===== src/rtl/axil_pkg.sv =====
// Shared constants for the AXI4-Lite to native register bus responder:
// response codes, FSM state encoding and the default native-access timeout.
package axil_pkg;

    localparam logic [1:0] AXI_RESP_OKAY   = 2'b00;
    localparam logic [1:0] AXI_RESP_SLVERR = 2'b10;

    localparam int DEFAULT_TIMEOUT_CYCLES = 256;

    typedef enum logic [2:0] {
        ST_IDLE      = 3'd0,
        ST_WR_ACCESS = 3'd1,
        ST_WR_RESP   = 3'd2,
        ST_RD_ACCESS = 3'd3,
        ST_RD_RESP   = 3'd4
    } axil_state_e;

endpackage


===== src/rtl/axil_native_slave.sv =====
// AXI4-Lite responder driving a single-outstanding native valid/ready register bus.
// Optional native-access timeout (SLVERR on expiry) enabled by AXIL_NATIVE_TIMEOUT_EN.
module axil_native_slave
    import axil_pkg::*;
#(
    parameter int ADDR_WIDTH     = 32,
    parameter int TIMEOUT_CYCLES = DEFAULT_TIMEOUT_CYCLES
) (
    input  logic                  clk,
    input  logic                  reset,
    input  logic [ADDR_WIDTH-1:0] s_awaddr,
    input  logic                  s_awvalid,
    output logic                  s_awready,
    input  logic [31:0]           s_wdata,
    input  logic [3:0]            s_wstrb,
    input  logic                  s_wvalid,
    output logic                  s_wready,
    output logic [1:0]            s_bresp,
    output logic                  s_bvalid,
    input  logic                  s_bready,
    input  logic [ADDR_WIDTH-1:0] s_araddr,
    input  logic                  s_arvalid,
    output logic                  s_arready,
    output logic [31:0]           s_rdata,
    output logic [1:0]            s_rresp,
    output logic                  s_rvalid,
    input  logic                  s_rready,
    output logic                  mem_valid,
    output logic [ADDR_WIDTH-1:0] mem_addr,
    output logic [31:0]           mem_wdata,
    output logic [3:0]            mem_wstrb,
    input  logic                  mem_ready,
    input  logic [31:0]           mem_rdata
);

    localparam logic [ADDR_WIDTH-1:0] LOW_MASK = ADDR_WIDTH'(3);

    function automatic logic [ADDR_WIDTH-1:0] word_align(input logic [ADDR_WIDTH-1:0] a);
        return a & ~LOW_MASK;
    endfunction

    axil_state_e           state_r, state_s;
    logic                  aw_full_r, aw_full_s, w_full_r, w_full_s;
    logic                  last_was_read_r, last_was_read_s;
    logic [ADDR_WIDTH-1:0] aw_addr_r, aw_addr_s;
    logic [31:0]           w_data_r, w_data_s;
    logic [3:0]            w_strb_r, w_strb_s;
    logic                  awready_r, awready_s, wready_r, wready_s, arready_r, arready_s;
    logic                  mem_valid_r, mem_valid_s;
    logic [ADDR_WIDTH-1:0] mem_addr_r, mem_addr_s;
    logic [31:0]           mem_wdata_r, mem_wdata_s;
    logic [3:0]            mem_wstrb_r, mem_wstrb_s;
    logic                  bvalid_r, bvalid_s, rvalid_r, rvalid_s;
    logic [1:0]            bresp_r, bresp_s, rresp_r, rresp_s;
    logic [31:0]           rdata_r, rdata_s;
    logic                  aw_hs_s, w_hs_s, ar_hs_s;
    logic                  timeout_s, access_done_s;
    logic [1:0]            access_resp_s;

`ifdef AXIL_NATIVE_TIMEOUT_EN
    localparam int TO_W = $clog2(TIMEOUT_CYCLES + 1);
    logic [TO_W-1:0] to_cnt_r;

    // Access-duration counter; zero whenever the FSM is outside an access state.
    always_ff @(posedge clk or posedge reset) begin
        if (reset) begin
            to_cnt_r <= '0;
        end else if (state_r == ST_WR_ACCESS || state_r == ST_RD_ACCESS) begin
            to_cnt_r <= to_cnt_r + TO_W'(1);
        end else begin
            to_cnt_r <= '0;
        end
    end

    assign timeout_s = (state_r == ST_WR_ACCESS || state_r == ST_RD_ACCESS) &&
                       (to_cnt_r == TO_W'(TIMEOUT_CYCLES - 1));
`else
    assign timeout_s = 1'b0;
`endif

    // A completion that arrives together with expiry still counts as a normal completion.
    assign access_done_s = mem_ready || timeout_s;
    assign access_resp_s = mem_ready ? AXI_RESP_OKAY : AXI_RESP_SLVERR;

    // Next-state and next-output logic for the whole responder.
    always_comb begin
        state_s         = state_r;
        aw_full_s       = aw_full_r;
        w_full_s        = w_full_r;
        last_was_read_s = last_was_read_r;
        aw_addr_s       = aw_addr_r;
        w_data_s        = w_data_r;
        w_strb_s        = w_strb_r;
        mem_valid_s     = mem_valid_r;
        mem_addr_s      = mem_addr_r;
        mem_wdata_s     = mem_wdata_r;
        mem_wstrb_s     = mem_wstrb_r;
        bvalid_s        = bvalid_r;
        bresp_s         = bresp_r;
        rvalid_s        = rvalid_r;
        rresp_s         = rresp_r;
        rdata_s         = rdata_r;
        aw_hs_s         = s_awvalid && awready_r;
        w_hs_s          = s_wvalid && wready_r;
        ar_hs_s         = s_arvalid && arready_r;

        case (state_r)
            ST_IDLE: begin
                if (aw_hs_s) begin
                    aw_full_s = 1'b1;
                    aw_addr_s = s_awaddr;
                end else begin
                    aw_full_s = aw_full_r;
                end
                if (w_hs_s) begin
                    w_full_s = 1'b1;
                    w_data_s = s_wdata;
                    w_strb_s = s_wstrb;
                end else begin
                    w_full_s = w_full_r;
                end
                // A read accepted this cycle beats a write pair that is only now completing.
                if (ar_hs_s) begin
                    state_s         = ST_RD_ACCESS;
                    last_was_read_s = 1'b1;
                    mem_valid_s     = 1'b1;
                    mem_addr_s      = word_align(s_araddr);
                    mem_wstrb_s     = 4'b0000;
                end else if (aw_full_r && w_full_r) begin
                    aw_full_s       = 1'b0;
                    w_full_s        = 1'b0;
                    last_was_read_s = 1'b0;
                    mem_addr_s      = word_align(aw_addr_r);
                    mem_wdata_s     = w_data_r;
                    if (w_strb_r == 4'b0000) begin
                        state_s  = ST_WR_RESP;
                        bvalid_s = 1'b1;
                        bresp_s  = AXI_RESP_OKAY;
                    end else begin
                        state_s     = ST_WR_ACCESS;
                        mem_valid_s = 1'b1;
                        mem_wstrb_s = w_strb_r;
                    end
                end else begin
                    state_s = ST_IDLE;
                end
            end
            ST_WR_ACCESS: begin
                if (access_done_s) begin
                    state_s     = ST_WR_RESP;
                    mem_valid_s = 1'b0;
                    mem_wstrb_s = 4'b0000;
                    bvalid_s    = 1'b1;
                    bresp_s     = access_resp_s;
                end else begin
                    state_s = ST_WR_ACCESS;
                end
            end
            ST_WR_RESP: begin
                if (s_bready) begin
                    state_s  = ST_IDLE;
                    bvalid_s = 1'b0;
                end else begin
                    state_s = ST_WR_RESP;
                end
            end
            ST_RD_ACCESS: begin
                if (access_done_s) begin
                    state_s     = ST_RD_RESP;
                    mem_valid_s = 1'b0;
                    rvalid_s    = 1'b1;
                    rresp_s     = access_resp_s;
                    rdata_s     = mem_ready ? mem_rdata : 32'h0000_0000;
                end else begin
                    state_s = ST_RD_ACCESS;
                end
            end
            ST_RD_RESP: begin
                if (s_rready) begin
                    state_s  = ST_IDLE;
                    rvalid_s = 1'b0;
                end else begin
                    state_s = ST_RD_RESP;
                end
            end
            default: begin
                state_s     = ST_IDLE;
                mem_valid_s = 1'b0;
                bvalid_s    = 1'b0;
                rvalid_s    = 1'b0;
            end
        endcase

        // Readies are registered copies of what next-cycle state implies, so no valid-to-ready path.
        awready_s = (state_s == ST_IDLE) && !aw_full_s;
        wready_s  = (state_s == ST_IDLE) && !w_full_s;
        arready_s = (state_s == ST_IDLE) && !(aw_full_s && w_full_s && last_was_read_s);
    end

    // State and output registers; reset discards any in-flight transaction.
    always_ff @(posedge clk or posedge reset) begin
        if (reset) begin
            state_r         <= ST_IDLE;
            aw_full_r       <= 1'b0;
            w_full_r        <= 1'b0;
            last_was_read_r <= 1'b0;
            aw_addr_r       <= '0;
            w_data_r        <= 32'h0000_0000;
            w_strb_r        <= 4'b0000;
            awready_r       <= 1'b0;
            wready_r        <= 1'b0;
            arready_r       <= 1'b0;
            mem_valid_r     <= 1'b0;
            mem_addr_r      <= '0;
            mem_wdata_r     <= 32'h0000_0000;
            mem_wstrb_r     <= 4'b0000;
            bvalid_r        <= 1'b0;
            bresp_r         <= 2'b00;
            rvalid_r        <= 1'b0;
            rresp_r         <= 2'b00;
            rdata_r         <= 32'h0000_0000;
        end else begin
            state_r         <= state_s;
            aw_full_r       <= aw_full_s;
            w_full_r        <= w_full_s;
            last_was_read_r <= last_was_read_s;
            aw_addr_r       <= aw_addr_s;
            w_data_r        <= w_data_s;
            w_strb_r        <= w_strb_s;
            awready_r       <= awready_s;
            wready_r        <= wready_s;
            arready_r       <= arready_s;
            mem_valid_r     <= mem_valid_s;
            mem_addr_r      <= mem_addr_s;
            mem_wdata_r     <= mem_wdata_s;
            mem_wstrb_r     <= mem_wstrb_s;
            bvalid_r        <= bvalid_s;
            bresp_r         <= bresp_s;
            rvalid_r        <= rvalid_s;
            rresp_r         <= rresp_s;
            rdata_r         <= rdata_s;
        end
    end

    assign s_awready = awready_r;
    assign s_wready  = wready_r;
    assign s_arready = arready_r;
    assign s_bvalid  = bvalid_r;
    assign s_bresp   = bresp_r;
    assign s_rvalid  = rvalid_r;
    assign s_rresp   = rresp_r;
    assign s_rdata   = rdata_r;
    assign mem_valid = mem_valid_r;
    assign mem_addr  = mem_addr_r;
    assign mem_wdata = mem_wdata_r;
    assign mem_wstrb = mem_wstrb_r;

endmodule

===== config.mk =====
export PLATFORM = sky130hd
export DESIGN_NAME = axil_native_slave
export DESIGN_NICKNAME = d
export VERILOG_FILES = /design/src/rtl/axil_pkg.sv /design/src/rtl/axil_native_slave.sv
export SDC_FILE = /design/constraint.sdc
export NUM_CORES = 1
export LEC_CHECK = 0
export ABC_AREA = 0
export BUFFER_PORTS_ARGS = -buffer_cell sky130_fd_sc_hd__clkbuf_2
export CAP_MARGIN = 20
export CORE_MARGIN = 1
export CORE_UTILIZATION = 54
export CTS_CLUSTER_SIZE = 30
export DETAILED_ROUTE_END_ITERATION = 12
export GPL_ROUTABILITY_DRIVEN = 0
export PLACE_DENSITY_LB_ADDON = 0.2
export SYNTH_ARGS = -nofsm -noshare
export SYNTH_HDL_FRONTEND = slang
export SYNTH_SLANG_ARGS = --single-unit

===== constraint.sdc =====
create_clock -name clk -period 18.88 [get_ports clk]
set_input_delay 3.776 -clock clk [delete_from_list [all_inputs] [get_ports clk]]
set_output_delay 3.776 -clock clk [all_outputs]
set_load 0.02 [all_outputs]

==> impl_metrics.tcl <==
set metrics [dict create \
    outcome "completed" \
    drt-total-wl_um 14700 \
    slew_viol_final 0 \
    start_util_pct 55.5 \
    grt_pass1_wl_um 22800 \
    synthDistinctLibCells 34 \
    holdWs_ns 0.485 \
    drtAntennaViolNets 0 \
    postCtsSetupRepairBufs 0 \
    diodes 0 \
    min_period_ns 5.22 \
    max_freq_mhz 192 \
    portBuffers 239 \
    post_drt_wl_per_cell_um 16.0 \
    synthSimpleGateAreaFrac_pct 4.34 \
    final_common_cell "clkbuf_2" \
    synth_xor_area_share_pct 0 \
    async_reset_ff_share_pct 100 \
    cts_root_buf "clkbuf_16" \
    cts_tree "done" \
    cts_made_buffers 17 \
    crit_family "simple AND/OR/NAND/NOR gates" \
    cp-end-kind "register" \
    ir_worst_vdd_v 0.0000966 \
    min_path_cells 1 \
    grt_pass1_vias 4759 \
    rsz0062_at_grt "false" \
    rr_endpoint "mem_wdata[22]" \
    synthAdderAreaFrac_pct 0 \
    setup_tns_ns 0 \
    critPathMaxStageDelay_ns 0.53 \
    vias_per_cell 5.12 \
    path_max_fanout 34 \
    synth_compound_area_share_pct 4.04 \
    max_slew_margin_pct 28.6 \
    postSynthCellCount 496 \
    fp.dieW_um 116 \
    critPathBufInv 2 \
    io_pins 250 \
    drc 0 \
    setup_ws_ns 13.66 \
    utilization_pct 70.3 \
    grt_max_degree 97 \
    cts_sinks 176 \
    fin_nets 872 \
    synthFlopType "dfrtp_1" \
    p_leak_nw 4.35 \
    dieArea_um2 13500 \
    cp.required_ns 19.18 \
    mostFrequentLayoutCells "clkbuf_2, dfrtp_1, mux2_2" \
    final_cells 917 \
    power_switching_uw 596 \
    synth_edf_count 0 \
    power_mw 1.64 \
    crit_chain "clkbuf_2 > and2_2 > nor3_4 > buf_4 > mux2_2" \
    clk_path_buf_depth 2 \
    dp_hpwl_um 10400 \
    ys_seq_elements 176 \
    fin_skew_ns 0.00705 \
    synth-seq-area-share_pct 62.7 \
    synth_area_um2 7030 \
    ys_warn_count 0 \
    num_rows 41 \
    grt.overflow.total 0 \
    fin_crit_sh_pct 27.7 \
    tightest_slew_ns 1.07 \
    critPathArrivalTime_ns 5.52 \
    synth_top_family_by_area "multiplexers" \
    post_cts_resized 0 \
    drt-initial-drc-count 133 \
    p_sw_share_pct 36.4 \
    syn_avg_cell_area_um2 14.2 \
    hold_path_end "aw_addr_r[25]" \
    synth_mux_area_share_pct 25.8 \
    crit_slowest_cell "and2_2" \
    power_frac_seq_pct 40.9 \
    hp-start "aw_addr_r[25]" \
    p_comb_share_pct 38.8 \
    clkLatencyLatePin_ns 0.42 \
    htree_levels 4 \
    reg2reg_depth 4 \
    start_kind "primary input" \
    r2r_setup_slack_ns 16.65 \
    drt-pass1-iter-count 4 \
    hold_viol 0 \
    worstReg2RegStart "state_r[1]" \
    core_um2 12700 \
    drive_gt1_share_pct 54.6 \
    grt_usage_pct 22.6 \
    power.density_nw_per_um2 184 \
    clk_pin_slew_ns 0.06 \
    setup_violations 0 \
    vias 4691 \
    placedCellCount 884 \
    dpl_worst_slack_ns 13.22 \
    antenna_found_initial 0 \
    hp-class "register to register" \
    final_area_um2 8910 \
    worstSetupPathType "primary input to register" \
    syn2layout_area_growth_pct 26.8 \
    dieHeight_um 116 \
    p_int_mw 1.04 \
    dpl-instance-area_um2 8310 \
    pwr-share-clk_pct 20.3 \
    cap_violations 0 \
    hold_buffers 0 \
]
## kinds of logic after synthesis
group / Yosys count
simple gates: 67
other cells: 1
mux: 165
compound gates: 51
buf+inv: 36
flops: 176
## flip-flops by register name, indices dropped and copies added, names as in the netlist
signal,count
aw_addr_r,30
aw_full_r,1
last_was_read_r,1
mem_addr,30
mem_valid,1
mem_wdata,32
mem_wstrb,4
s_arready,1
s_awready,1
s_bvalid,1
s_rdata,32
s_rvalid,1
s_wready,1
state_r,3
w_data_r,32
w_full_r,1
w_strb_r,4
## worst max path at each step
stage | depth (start not counted) | end | from
floorplan | 1 | aw_addr_r[10] | reset
global route | 5 | mem_wdata[22] | s_arvalid
finish | 5 | mem_wdata[22] | s_arvalid
detailed placement | 5 | mem_wdata[15] | s_arvalid
CTS | 5 | mem_wdata[22] | s_arvalid
global placement | 5 | mem_wdata[7] | s_arvalid
## worst register-to-register path, cell delays in order (launching register included)
cell and delay [ns]:
dfrtp_1 0.49, or3_1 0.56, nor3_4 0.22, buf_4 0.42, mux2_2 0.42
## final cells by class
type,instances,area [um^2]
Timing Repair Buffer,246,1270
Clock inverter,9,82.6
Tap cell,172,215
Inverter,2,12.5
Sequential cell,176,4400
Fill cell,932,3760
Multi-Input combinational cell,289,2440
Clock buffer,23,488
## power by group through the flow
stage,Sequential [mW],Combinational (mW),Clock [mW]
after floorplan,0.786,0.326,0
after global placement,0.660,0.619,0
after detailed placement,0.677,0.641,0
after CTS,0.672,0.644,0.339
after global routing,0.696,0.690,0.353
final,0.670,0.635,0.332
## cells in the mapped netlist, drive strengths merged, types with 2 or more instances
| cell | count | area share [%] |
|---|---|---|
| dfrtp | 176 | 63 |
| mux2i | 35 | 5.0 |
| a21oi | 35 | 2.5 |
| o21ai | 8 | 0.57 |
| inv | 2 | 0.11 |
| nand2 | 16 | 0.85 |
| buf | 32 | 2.9 |
| and3 | 2 | 0.18 |
| o21ba | 2 | 0.28 |
| nor2b | 2 | 0.18 |
| mux2 | 130 | 21 |
| nor3 | 3 | 0.45 |
| clkbuf | 2 | 0.11 |
| nor2 | 36 | 1.9 |
## metal layers
layer	track usage [%]	up-vias	share of wire, %
li1	-	2200	-
met1	26.2	2293	40
met2	37.8	177	50
met3	8.42	21	8.3
met4	9.74	0	1.9
met5	0	-	0
Power figures use the tool's default switching activity.
